$ cat config.mk
export PLATFORM = sky130hd
export DESIGN_NAME = detect_event_counter
export DESIGN_NICKNAME = d
export VERILOG_FILES = /design/src/rtl/detect_event_counter.sv
export SDC_FILE = /design/constraint.sdc
export NUM_CORES = 1
export LEC_CHECK = 0
export ABC_AREA = 1
export CAP_MARGIN = 40
export CORE_MARGIN = 2
export CORE_UTILIZATION = 45
export DETAILED_ROUTE_END_ITERATION = 10
export GPL_TIMING_DRIVEN = 0
export PLACE_DENSITY = 0.68
export SKIP_CTS_REPAIR_TIMING = 1
export SYNTH_ARGS = -nofsm -noshare
export SYNTH_HDL_FRONTEND = slang
export SYNTH_SLANG_ARGS = --single-unit
$ cat constraint.sdc
create_clock -name clk -period 2.9 [get_ports clk]
set_input_delay 0.725 -clock clk [delete_from_list [all_inputs] [get_ports clk]]
set_output_delay 0.725 -clock clk [all_outputs]
set_load 0.01 [all_outputs]
$ cat src/rtl/detect_event_counter.sv
// detect_event_counter
//   Counts detection events from an upstream sequence-detector FSM in a
//   4-digit BCD counter that saturates at SAT_VALUE, keeps a sticky
//   overflow flag, and drives a time-multiplexed 4-digit active-low
//   seven-segment display (Basys3 style).
//
// Optional build macro: DETECT_EDGE_ONLY_EN
//   undefined : every clock cycle with z high counts once (inc = z_q)
//   defined   : only the rising edge of z counts (inc = z_q & ~z_qq)
//
// Ports
//   clk  in   system clock, rising edge
//   rst  in   asynchronous reset, active low
//   z    in   detection output of the upstream FSM (may be combinational)
//   clr  in   synchronous count clear, active high, wins over an event
//   bcd  out  registered count {d3,d2,d1,d0}
//   ovf  out  sticky: an event arrived while the count was at SAT_VALUE
//   an   out  digit enables, active-low one-hot
//   seg  out  segments {g,f,e,d,c,b,a}, active low
//   dp   out  decimal point, active low; lit on digit 3 when ovf is set
//
// There is no handshake: bcd/ovf are plain registered levels, and
// an/seg/dp are combinational decodes of registers only, so they are
// glitch-free.

module detect_event_counter #(
    parameter int REFRESH_BITS = 17,
    parameter int SAT_VALUE    = 9999
) (
    input  logic        clk,
    input  logic        rst,
    input  logic        z,
    input  logic        clr,
    output logic [15:0] bcd,
    output logic        ovf,
    output logic [3:0]  an,
    output logic [6:0]  seg,
    output logic        dp
);

    localparam logic [15:0] SAT_BCD = {4'((SAT_VALUE / 1000) % 10),
                                       4'((SAT_VALUE / 100) % 10),
                                       4'((SAT_VALUE / 10) % 10),
                                       4'(SAT_VALUE % 10)};

    logic                    z_q;
    logic                    inc;
    logic [15:0]             count;
    logic [15:0]             count_inc;
    logic                    carry;
    logic                    ovf_q;
    logic [REFRESH_BITS-1:0] refresh;
    logic [1:0]              sel;
    logic [3:0]              digit;
    logic                    blank;

    // Input register: z may be a combinational Mealy output, so it is
    // sampled once before it touches any counter logic.
    always_ff @(posedge clk or negedge rst) begin
        if (!rst) begin
            z_q <= 1'b0;
        end else begin
            z_q <= z;
        end
    end

`ifdef DETECT_EDGE_ONLY_EN
    logic z_qq;

    always_ff @(posedge clk or negedge rst) begin
        if (!rst) begin
            z_qq <= 1'b0;
        end else begin
            z_qq <= z_q;
        end
    end

    assign inc = z_q & ~z_qq;
`else
    assign inc = z_q;
`endif

    // BCD increment: ripple the carry through the digits so 0999 becomes
    // 1000 within one cycle.
    always_comb begin
        count_inc = count;
        carry     = 1'b1;
        for (int i = 0; i < 4; i++) begin
            if (carry) begin
                if (count[i*4 +: 4] == 4'd9) begin
                    count_inc[i*4 +: 4] = 4'd0;
                    carry               = 1'b1;
                end else begin
                    count_inc[i*4 +: 4] = count[i*4 +: 4] + 4'd1;
                    carry               = 1'b0;
                end
            end
        end
    end

    always_ff @(posedge clk or negedge rst) begin
        if (!rst) begin
            count <= 16'h0000;
            ovf_q <= 1'b0;
        end else if (clr) begin
            count <= 16'h0000;
            ovf_q <= 1'b0;
        end else if (inc && (count == SAT_BCD)) begin
            ovf_q <= 1'b1;
        end else if (inc) begin
            count <= count_inc;
        end
    end

    assign bcd = count;
    assign ovf = ovf_q;

    // Free-running refresh counter; its top two bits pick the digit.
    always_ff @(posedge clk or negedge rst) begin
        if (!rst) begin
            refresh <= '0;
        end else begin
            refresh <= refresh + REFRESH_BITS'(1);
        end
    end

    assign sel = refresh[REFRESH_BITS-1 -: 2];

    function automatic logic [6:0] seg_decode(input logic [3:0] d);
        logic [6:0] s;
        case (d)
            4'd0:    s = 7'b1000000;
            4'd1:    s = 7'b1111001;
            4'd2:    s = 7'b0100100;
            4'd3:    s = 7'b0110000;
            4'd4:    s = 7'b0011001;
            4'd5:    s = 7'b0010010;
            4'd6:    s = 7'b0000010;
            4'd7:    s = 7'b1111000;
            4'd8:    s = 7'b0000000;
            4'd9:    s = 7'b0010000;
            default: s = 7'b1111111;
        endcase
        return s;
    endfunction

    // Digit select with leading-zero blanking: a digit is dark when it
    // and every digit above it are zero. Digit 0 is always shown.
    always_comb begin
        an    = 4'b1110;
        digit = count[3:0];
        blank = 1'b0;
        case (sel)
            2'd0: begin
                an    = 4'b1110;
                digit = count[3:0];
                blank = 1'b0;
            end
            2'd1: begin
                an    = 4'b1101;
                digit = count[7:4];
                blank = (count[15:4] == 12'h000);
            end
            2'd2: begin
                an    = 4'b1011;
                digit = count[11:8];
                blank = (count[15:8] == 8'h00);
            end
            default: begin
                an    = 4'b0111;
                digit = count[15:12];
                blank = (count[15:12] == 4'h0);
            end
        endcase
    end

    assign seg = blank ? 7'b1111111 : seg_decode(digit);
    assign dp  = ~((sel == 2'd3) & ovf_q);

endmodule

# Word level (Yosys, flattened, before mapping)
# Memory sizes are Yosys's and may differ from the RTL's.
# Index checks and enable logic that the tools add are counted.
dict set report totals {
  inputBits 4
  memories 1
  reg_bits 35
  romBits 112
  output_inout_bits 29
  elab_cells 59
}
# name words width read_ports rd_ports_with_merged_regs write_ports line_no
set mem_list {}
lappend mem_list {{(name not given)} 16 7 1 0 0 131} ;# case (d)
dict set report classes {
  addsub 5
  n_reduce_logical 14
  bitwise_logic 2
  n_mux 21
  n_eq_ne 9
}
# cell count
set op_table {}
lappend op_table {{2-to-1 mux 16 bit} 3}
lappend op_table {{2-to-1 mux 4 bit} 7}
lappend op_table {{one-hot mux 4 bit (3 select lines)} 2}
lappend op_table {{adder 17 x 1 -> 17 bit (second input constant)} 1}
lappend op_table {{adder 4 x 1 -> 4 bit (second input constant)} 4}
lappend op_table {{equality test 16 bit (second input constant)} 1}
lappend op_table {{equality test 4 bit (second input constant)} 4}
lappend op_table {{logical NOT 12 bit} 1}
lappend op_table {{nonzero test 2 bit} 5}
lappend op_table {{AND reduction 3 bit} 3}
lappend op_table {{logical NOT 8 bit} 1}
lappend op_table {{2-to-1 mux 1 bit} 7}
lappend op_table {{2-to-1 mux 7 bit} 1}
lappend op_table {{equality test 2 bit (second input constant)} 2}
lappend op_table {{logical NOT 4 bit} 1}
lappend op_table {{one-hot mux 1 bit (3 select lines)} 1}
lappend op_table {{equality test 2 x 1 -> 1 bit (second input constant)} 1}
lappend op_table {{logical NOT 2 bit} 1}
lappend op_table {{!= test 2 bit (second input constant)} 1}
lappend op_table {{AND reduction 2 bit} 1}
lappend op_table {{AND 1 bit} 1}
lappend op_table {{logical AND 1 bit} 1}
lappend op_table {{NOT 1 bit} 1}

# Longest topological paths before layout
dict set report depth {
  word_depth 8
  depth_mapped 11
  depth_no_buf 10
}

# Least setup slack after synthesis
# No wires, ideal clock.
dict set report synth_path {
  kind {reg-to-output}
  startpoint {register refresh[16]}
  endpoint {output port seg[1]}
  required_time_ns 2.175
  n_path_buf 1
  arrival_ns 1.548
  stages_incl_launch_ff 9
  path_slack_ns 0.627
  cell_sequence {dfrtp_1 -> buf_4 -> o21ai_1 -> nand3_1 -> nand2_2 -> clkinv_1 -> ha_1 -> or2_0 -> nand2_1}
}
dict set report synth_between {
  elab_chain_len 4
  word_cells_on_any_way 7
  cone_classes {eq/ne (2); mux (3); reduce/logical (1); memory (1)}
}
# element line_no
set synth_rtl {}
lappend synth_rtl {{from (decl)} 52} ;# logic [REFRESH_BITS-1:0] refresh;
lappend synth_rtl {{from (signal assigned)} 123} ;# refresh <= refresh + REFRESH_BITS'(1);
lappend synth_rtl {{equality test 2 bit (tied with other cells)} 153} ;# case (sel)
lappend synth_rtl {{one-hot mux 4 bit (3 select lines)} 153}
lappend synth_rtl {{memory read (16 x 7 bit)} n/a}
lappend synth_rtl {{2-to-1 mux 7 bit *} 177} ;# assign seg = blank ? 7'b1111111 : seg_decode(digit);
lappend synth_rtl {{to (decl)} 37} ;# output logic [6:0] seg,
# Mark *: on every way between the ends. The rest lies on a longest branch, timed or not.

# Final worst setup path
# Same ends and word-level chain as after synthesis.

==> results.json <==
{
  "status": "finished clean",
  "yosysWarnings": 0,
  "root_buffer": "clkbuf_8",
  "final_nets": 364,
  "num_rows": 25,
  "setup_viol": 0,
  "seqCellArea_sq_um": 876,
  "worst_path_largest_cell_delay_ns": 0.38,
  "grt_pass1_vias": 1874,
  "pre_cts_ws_ns": 0.00982,
  "place_congestion": 0.836,
  "end_kind": "output pin",
  "r2r_start": "bcd[5]",
  "ir_drop_v": 0.000247,
  "final_util_pct": 58.7,
  "cp_data_required_time_ns": 2.17,
  "total_leakage_power_nw": 1.49,
  "rsz0062_at_grt": "no",
  "synth_edf_count": 0,
  "finClkSkew_ns": 0.00793,
  "placed_cell_area_sq_um": 2680,
  "powerDensity_nw_per_um2": 373,
  "use_met1_pct": 23.7,
  "portBuffers": 32,
  "multi_input_area_sq_um": 1230,
  "synthArstFlopShare_pct": 100,
  "vias_per_cell": 4.96,
  "grt_pass1_wl_mm": 8.09,
  "ys_ff_latch": 35,
  "wirelength_mm": 4.88,
  "vias": 2072,
  "layout-drive-gt1-share_pct": 12.0,
  "final_cell_mix": "nand2_1 (96), dfrtp_1 (35), nand3_1 (32)",
  "die_w_microns": 75.2,
  "ant_nets": 0,
  "antenna_cells": 0,
  "fin_area_sq_um": 2830,
  "start_kind": "register",
  "layout_commonest_cell": "nand2_1",
  "reg2regPathDepth": 9,
  "maxCapViolCount": 0,
  "firstDrtPassIters": 4,
  "arrival_ns": 2.02,
  "nFillCells": 454,
  "use_met3_pct": 4.42,
  "drt-initial-drc-count": 81,
  "placed_cells": 408,
  "yosysUniqueCellTypes": 30,
  "floorplan.initialDensity_pct": 47.4,
  "seq_area_frac_synth_pct": 38.4,
  "hold_viol_final": 0,
  "grtUsageMet2_pct": 30.8,
  "grt_antenna_before_repair": 0,
  "syn_area_per_cell_sq_um": 7.39,
  "setup_slack_ns": 0.156,
  "clock_latency_ns": 0.29,
  "finalCritPeriodShare_pct": 94.6,
  "dieArea_sq_um": 5660,
  "r2r_slack_ns": 1.28,
  "dominantRegCellSynth": "dfrtp_1",
  "path_class": "reg -> out",
  "cp_max_fo": 10,
  "relSlewSlack_pct": 47.2,
  "grt_max_degree": 36,
  "grt_usage_pct": 18.6,
  "worstMarginPinSlew_ns": 0.791,
  "area_delta_synth_final_pct": 23.9,
  "clk_path_buf_depth": 2,
  "path_cells": "buf_4 > o21ai_1 > nand3_1 > nand2_2 > inv_2 > ha_1 > or2_0 > nand2_1 > dlymetal6s2s_1",
  "grt_busiest_layer": "met2",
  "min_path_type": "reg -> reg",
  "overflow": 0,
  "power_mw": 1.06,
  "syn_area_sq_um": 2280,
  "htree_levels": 2,
  "critical_path.top_delay_family": "simple AND/OR/NAND/NOR gates",
  "dpl.hpwl_mm": 3.60,
  "clk_pin_slew_ns": 0.07,
  "crit_buf_inv": 3,
  "hold_path.startpoint": "refresh[0]",
  "clkSinkCount": 35,
  "worst_path_max_delay_cell": "dfrtp_1",
  "tritoncts": "done",
  "holdPathEnd": "refresh[0]",
  "fp.coreArea_sq_um": 4820,
  "routedWlPerCell_microns": 11.7,
  "cts_buffers": 5,
  "slew_viol_final": 0,
  "max_freq_mhz": 364,
  "hold_depth": 1,
  "io_pins": 33,
  "drc_errors": 0,
  "finalCriticalPeriod_ns": 2.74,
  "finalNonFillerCells": 418,
  "postSynthCellCount": 309,
  "die_y_microns": 75.2,
  "r2r-end": "bcd[14]",
  "syn-num-nets": 322
}
[state kept, by name, summed over array words and instances (netlist names)]
register  flops
inc           1
refresh      17
bcd          16
ovf           1
[metrics by stage]
| step | hold WS [ns] | setup TNS (ns) |
|---|---|---|
| 3_3_place_gp | 0.437 | 0 |
| 2_1_floorplan | 0.422 | 0 |
| 5_1_grt | 0.471 | 0 |
| 4_1_cts | 0.455 | -1.19 |
| 3_5_place_dp | 0.444 | 0 |
| 6_report | 0.452 | 0 |
[how the worst max path moves through the flow]
stage | endpoint | startpoint | slack, ns | cells past startpoint
6_report | seg[1] | refresh[16] | 0.16 | 9
5_1_grt | seg[1] | refresh[16] | 0.07 | 9
4_1_cts | seg[1] | refresh[16] | -0.32 | 9
3_5_place_dp | seg[1] | refresh[16] | 0.01 | 9
3_3_place_gp | seg[1] | refresh[16] | 0.04 | 9
2_1_floorplan | seg[1] | refresh[16] | 0.63 | 8
[area by class of cell]
type / count / area share (%)
flip-flops and latches: 35 / 31.0
clock buffers: 6 / 2.92
repair buffers: 35 / 12.6
well taps: 67 / 2.96
multi-input cells: 230 / 43.7
clock inverters: 1 / 0.177
inverters: 37 / 4.91
plain buffers: 7 / 1.86
[cells by family after synthesis]
family	after synthesis	synth area share, %
fa+ha+maj	9	4.93
simple gates	192	39.1
flops	35	38.4
buf+inv	44	8.22
compound gates	14	3.67
xor+xnor	15	5.75
[cells in the mapped netlist (all sizes together), types with 3 or more instances]
cell    count  area (sq um)
or2         3          18.8
nand2     101           392
buf         5          41.3
dfrtp      35           876
o21ai       7          35.0
inv        34           128
nor2       30           135
xnor2       5          43.8
nand4      18           119
a21oi       5          36.3
nand3      35           198
ha          9           113
xor2       10          87.6
clkinv      3          11.3
[report_power, final]
part           total, mW  internal (mW)  switching, mW
sequential         0.521          0.500         0.0208
combinational      0.174         0.0783         0.0961
clock              0.361          0.186          0.174
total               1.06          0.765          0.291
[metal layers]
metal  routed length (microns)  up-vias
met3                       196       12
met1                      2240      930
li1                          -     1079
met5                         0        -
met2                      2360       51
met4                        87        0
Note: power is estimated with default switching activity, not from simulation.
